`src/rtl/bist_sched.sv`:
```
// bist_sched: schedules one BIST session per host request and judges the result.
//
// A session arms (clears the MISR, pattern counter and timers), starts the BIST
// engine, compacts every engine response into a MISR while the engine runs, then
// compares the signature and pattern count against their expected values.
//
// Host handshake: req is a level request. A session starts when req is seen high
// in IDLE. done rises in REPORT and stays high until req is seen low, after which
// the FSM returns to IDLE. Holding req high in REPORT never starts a new session;
// the host must drop req and raise it again. Dropping req mid-session does not
// abort it: the result is still shown in REPORT for one cycle.
//
// Ports:
//   clk          sole clock, rising edge
//   reset        synchronous active-high reset, priority over everything
//   req          host test request (level)
//   eng_running  engine RUNNING status
//   eng_out      engine applies a pattern this cycle (cut_resp valid)
//   eng_end      engine BIST_END
//   cut_resp     circuit-under-test response [SIG_W]
//   eng_start    START level to the engine (LAUNCH and RUN)
//   busy         session in progress (not IDLE, not REPORT)
//   done         result valid (REPORT)
//   pass         verdict, held until the next CHECK or reset
//   tmo_err      session ended by a timeout, held like pass
//   signature    MISR contents, frozen from CHECK until the next ARM [SIG_W]
//   fsm_state    current FSM state encoding, for observation [3]
module bist_sched #(
    parameter int               SIG_W      = 16,
    parameter logic [SIG_W-1:0] POLY       = SIG_W'(16'h1021),
    parameter logic [SIG_W-1:0] GOLDEN     = '0,
    parameter int               EXP_PAT    = 81,
    parameter int               RUN_TMO    = 200,
    parameter int               LAUNCH_TMO = 16
) (
    input  logic             clk,
    input  logic             reset,
    input  logic             req,
    input  logic             eng_running,
    input  logic             eng_out,
    input  logic             eng_end,
    input  logic [SIG_W-1:0] cut_resp,
    output logic             eng_start,
    output logic             busy,
    output logic             done,
    output logic             pass,
    output logic             tmo_err,
    output logic [SIG_W-1:0] signature,
    output logic [2:0]       fsm_state
);

    typedef enum logic [2:0] {
        S_IDLE   = 3'd0,
        S_ARM    = 3'd1,
        S_LAUNCH = 3'd2,
        S_RUN    = 3'd3,
        S_CHECK  = 3'd4,
        S_REPORT = 3'd5
    } state_t;

    localparam int TMR_MAX = (RUN_TMO > LAUNCH_TMO) ? RUN_TMO : LAUNCH_TMO;
    localparam int TMR_W   = $clog2(TMR_MAX + 1);

    state_t           state;
    state_t           state_nxt;
    logic             tmo_hit;
    logic [TMR_W-1:0] tmr;
    logic [SIG_W-1:0] misr;
    logic [SIG_W-1:0] misr_nxt;
    logic [7:0]       pat_cnt;
    logic             tmo_flag;
    logic             compact;
    logic             timed_state;

    // State register
    always_ff @(posedge clk) begin
        if (reset) begin
            state <= S_IDLE;
        end else begin
            state <= state_nxt;
        end
    end

    // Next-state logic; tmo_hit marks a LAUNCH/RUN exit caused by a timer expiry.
    always_comb begin
        state_nxt = state;
        tmo_hit   = 1'b0;
        case (state)
            S_IDLE: begin
                if (req) state_nxt = S_ARM;
            end
            S_ARM: begin
                // tmr counts cycles spent in the current state, so ARM lasts two
                if (tmr == TMR_W'(1)) state_nxt = S_LAUNCH;
            end
            S_LAUNCH: begin
                if (eng_running) begin
                    state_nxt = S_RUN;
                end else if (tmr == TMR_W'(LAUNCH_TMO - 1)) begin
                    tmo_hit   = 1'b1;
                    state_nxt = S_CHECK;
                end
            end
            S_RUN: begin
                if (eng_end) begin
                    state_nxt = S_CHECK;
                end else if (tmr == TMR_W'(RUN_TMO - 1)) begin
                    tmo_hit   = 1'b1;
                    state_nxt = S_CHECK;
                end
            end
            S_CHECK: begin
                state_nxt = S_REPORT;
            end
            S_REPORT: begin
                if (!req) state_nxt = S_IDLE;
            end
            default: begin
                state_nxt = S_IDLE;
            end
        endcase
    end

    // Output logic
    always_comb begin
        eng_start = (state == S_LAUNCH) || (state == S_RUN);
        busy      = (state != S_IDLE) && (state != S_REPORT);
        done      = (state == S_REPORT);
        signature = misr;
        fsm_state = state;
    end

    // Responses are compacted only in RUN, including the cycle that carries eng_end.
    assign compact     = (state == S_RUN) && eng_out;
    assign timed_state = (state == S_ARM) || (state == S_LAUNCH) || (state == S_RUN);
    assign misr_nxt    = {misr[SIG_W-2:0], 1'b0} ^ (misr[SIG_W-1] ? POLY : '0) ^ cut_resp;

    // Datapath: MISR, pattern counter, state timer and verdict registers
    always_ff @(posedge clk) begin
        if (reset) begin
            misr     <= '0;
            pat_cnt  <= '0;
            tmr      <= '0;
            tmo_flag <= 1'b0;
            pass     <= 1'b0;
            tmo_err  <= 1'b0;
        end else begin
            if (state == S_ARM) begin
                misr     <= '0;
                pat_cnt  <= '0;
                tmo_flag <= 1'b0;
            end
            if (compact) begin
                misr <= misr_nxt;
                if (pat_cnt != 8'hFF) pat_cnt <= pat_cnt + 8'd1;
            end
            if (tmo_hit) tmo_flag <= 1'b1;

            // Restart on every state change so each timed state starts from zero
            if (!timed_state || (state_nxt != state)) begin
                tmr <= '0;
            end else begin
                tmr <= tmr + TMR_W'(1);
            end

            if (state == S_CHECK) begin
                pass    <= (misr == GOLDEN) && (pat_cnt == 8'(EXP_PAT)) && !tmo_flag;
                tmo_err <= tmo_flag;
            end
        end
    end

endmodule
```
`config.mk`:
```
export PLATFORM = sky130hd
export DESIGN_NAME = bist_sched
export DESIGN_NICKNAME = d
export VERILOG_FILES = /design/src/rtl/bist_sched.sv
export SDC_FILE = /design/constraint.sdc
export NUM_CORES = 1
export LEC_CHECK = 0
export ABC_AREA = 1
export BUFFER_PORTS_ARGS = -buffer_cell sky130_fd_sc_hd__buf_2
export CAP_MARGIN = 40
export CORE_MARGIN = 2
export CORE_UTILIZATION = 35
export DETAILED_ROUTE_END_ITERATION = 16
export PLACE_DENSITY_LB_ADDON = 0.1
export SLEW_MARGIN = 5
export SYNTH_ARGS = -nofsm -noshare
export SYNTH_HDL_FRONTEND = slang
export SYNTH_SLANG_ARGS = --single-unit
```
`constraint.sdc`:
```
create_clock -name clk -period 1.8 [get_ports clk]
set_input_delay 0.36 -clock clk [delete_from_list [all_inputs] [get_ports clk]]
set_output_delay 0.36 -clock clk [all_outputs]
set_load 0.1 [all_outputs]
```
==> results.py <==
metrics = {
    "yosys": {
        "ys_seq_area_share_pct": 37.7,
        "synthMuxAreaShare_pct": 0,
        "yosys.area_share.simple_pct": 36.0,
        "synth-compound-area-share_pct": 7.69,
        "syn_area_um2": 2020,
        "synth_nets": 321,
        "synth-edff-count": 0,
        "async_flop_share_pct": 0,
        "synth_top_family_by_area": "simple AND/OR/NAND/NOR gates",
        "synthAdderAreaFrac_pct": 2.48,
        "yosysWarningCount": 0,
        "ys.flop_type": "dfxtp_1",
        "avgSynthCellArea_um2": 6.84,
        "ys_ff_latch": 38,
        "syn_inst": 295,
        "synth_xor_area_share_pct": 9.55,
        "synth_cell_types": 26,
    },
    "flow_run": {
        "cap_violations": 0,
    },
    "global_routing": {
        "met3_usage_pct": 3.39,
        "gr-total-overflow": 0,
        "grt_util_met1_pct": 19.4,
        "busiest_layer": "met2",
        "antenna_found_initial": 0,
        "grt_pass1_wl_um": 7620,
        "grtUsageMet2_pct": 24.9,
        "grt_max_degree": 22,
        "first_global_vias": 1669,
        "track_usage_pct": 14.9,
    },
    "detailed_routing": {
        "vias_per_cell": 4.62,
        "wl_per_cell_um": 11.3,
        "wl_um": 4710,
        "vias": 1926,
        "final_antenna_net_count": 0,
        "drtIter0Drc": 50,
        "first_pass_iters": 4,
        "route.detailed.drc": 0,
    },
    "sta": {
        "slew_viol_final": 0,
        "fmax_mhz": 585,
        "slew_headroom_pct": 66.6,
        "hold_viol_final": 0,
        "finalSetupViolCount": 0,
        "period_minus_slack_ps": 1710,
        "skew_ps": 3.16,
        "worst_pin_slew_ps": 504,
        "period_share_pct": 95.0,
        "rsz0062_at_grt": "no",
    },
    "floorplan": {
        "dieWidth_um": 79.9,
        "die_y_um": 79.9,
        "start_util_pct": 36.4,
        "fp-row-count": 27,
        "die_area_um2": 6390,
        "ios": 46,
        "core_um2": 5540,
    },
    "worst_setup_path": {
        "path_class": "reg -> out",
        "path_max_fanout": 4,
        "crit_buf_inv": 1,
        "arrival_ps": 1350,
        "critical_path.slowest_cell": "dfxtp_4",
        "required_ps": 1440,
        "start_kind": "flip-flop",
        "cpPeakStageDelay_ps": 360,
        "cp_top_family": "flip-flops",
        "cp-end-kind": "output port",
        "path_cells": "nor2_1 > a21oi_4 > clkbuf_4",
    },
    "final_layout": {
        "drive_above_1_share_pct": 23.2,
        "syn_to_final_growth_pct": 23.8,
        "stdcell_area_um2": 2500,
        "fillCellCount": 614,
        "fin_nets": 370,
        "antennaDiodeCount": 0,
    },
    "pwr": {
        "combPwrFrac_pct": 13.5,
        "p_sw_uw": 462,
        "p_sw_share_pct": 27.5,
        "p_per_area_nw_per_um2": 672,
        "total_power_uw": 1680,
        "seqPwrFrac_pct": 51.0,
        "vdd_drop_max_v": 0.000456,
        "leakage_uw": 0.00112,
        "p_int_uw": 1220,
        "p_clk_share_pct": 35.5,
    },
    "place": {
        "port_buffers": 45,
        "placed_cell_area_um2": 2370,
        "gp_congestion": 0.792,
        "hpwl_um": 3490,
    },
    "clock_network": {
        "cts_tree": "built",
        "cts_setup_buffers": 0,
        "cts_root_buf": "clkbuf_8",
        "htree_levels": 2,
        "clk_path_buf_depth": 2,
        "clock-sinks": 38,
        "clk_pin_slew_ps": 70,
        "cts_made_buffers": 5,
        "clk_latency_ps": 280,
    },
    "status": {
        "status": "finished, final reports clean",
    },
    "worst_hold_path": {
        "hp-class": "in -> reg",
    },
}
cell usage after synthesis (3+ instances only):
| cell type | n | area share [%] |
|---|---|---|
| nand2_1 | 89 | 17 |
| nor2_1 | 42 | 7.8 |
| dfxtp_1 | 38 | 38 |
| inv_1 | 24 | 4.5 |
| a21oi_1 | 21 | 5.2 |
| xor2_1 | 19 | 8.3 |
| nand3_1 | 16 | 4.0 |
| nand4_1 | 5 | 1.6 |
| clkbuf_1 | 4 | 0.74 |
| ha_1 | 4 | 2.5 |
| o21ai_0 | 4 | 0.99 |
| buf_4 | 3 | 1.1 |
| nand2_2 | 3 | 0.93 |
| nor2_2 | 3 | 0.93 |
| nor3_1 | 3 | 0.74 |
| or2_2 | 3 | 0.93 |
| xnor2_1 | 3 | 1.3 |
registers in the layout, summed over array words and instances (netlist names):
register   count
pass           1
tmr            8
tmo_err        1
tmo_flag       1
fsm_state      3
pat_cnt        8
signature     16
final timing paths:
kind              cells past startpoint           end          from  slack [ps]
setup reg to reg                     10    pat_cnt[1]    pat_cnt[0]         170
hold reg to reg                       1        tmr[0]        tmr[0]         480
setup / recovery                      3          busy  fsm_state[1]          90
hold / removal                        4  signature[5]   cut_resp[5]         370
final cells by class:
type / instances / area [µm²] / share of cell area [%]
clock buffer: 7 / 86.3 / 3.46
inverter: 25 / 96.3 / 3.86
tap: 72 / 90.1 / 3.61
timing repair buffer: 48 / 253 / 10.1
multi-input combinational: 226 / 1190 / 47.8
clock inverter: 1 / 5.00 / 0.201
sequential: 38 / 773 / 31.0
power groups by stage:
stage               combinational (µW)  sequential (µW)  clock [µW]
global route                       247              858         661
detailed placement                 227              876           0
global placement                   227              876           0
CTS                                228              856         624
finish                             226              856         596
floorplan                          134              910           0
per-stage QoR:
stage / cells / TNS (ps) / hold slack (ps) / utilization (%) / setup slack (ps)
3_5_place_dp: 408 / 0 / 471 / 42.8 / 133
4_1_cts: 416 / 0 / 360 / 44.4 / 6.54
6_report: 417 / 0 / 369 / 45.1 / 90.5
5_1_grt: 417 / 0 / 364 / 45.1 / 13.4
3_3_place_gp: 408 / 0 / 456 / 42.8 / 200
2_1_floorplan: 295 / -4380 / 433 / - / -164
metal layers:
layer  wire [µm]  up-vias
li1            -     1028
met1        2110      868
met2        2400       28
met3         174        2
met4          17        0
met5           0        -
worst reg2reg max path, stage by stage (launching register included):
cell     delay (ps)
dfxtp_1         390
ha_1            180
nand2_1          80
nor2_1          150
nand2_1         130
nor2_4          140
nand3_4         150
nand2_4         140
nand2_1          60
nand2_1          60
nor2_1           30
cell usage in the layout, fill, tap and decap left out, types with 3 or more instances in the layout:
| cell type | n |
|---|---|
| inv_1 | 23 |
| a21oi_1 | 20 |
| nor2_4 | 5 |
| or2_2 | 3 |
| nand2_1 | 89 |
| dfxtp_1 | 34 |
| buf_4 | 3 |
| nand3_1 | 13 |
| dfxtp_4 | 3 |
| ha_1 | 4 |
| clkbuf_8 | 6 |
| buf_2 | 43 |
| nor3_1 | 3 |
| xnor2_1 | 3 |
| xor2_1 | 19 |
| nor2_1 | 41 |
| nand4_1 | 5 |
| o21ai_0 | 4 |
| nand3_2 | 3 |
cells by family (layout without fill, tap and decap cells):
logic type / after synthesis / count (layout)
simple gates: 170 / 171
flops: 38 / 38
fa+ha+maj: 4 / 4
xor+xnor: 22 / 22
buf+inv: 32 / 81
compound gates: 29 / 29
what timing repair did:
action | in CTS | in global routing
endpoints found under the hold margin | 0 | 0
hold buffers | 0 | 0
setup endpoints to repair | 0 | 9
gates resized for setup | 0 | 6
No activity file was read; power rests on OpenSTA's default activity.
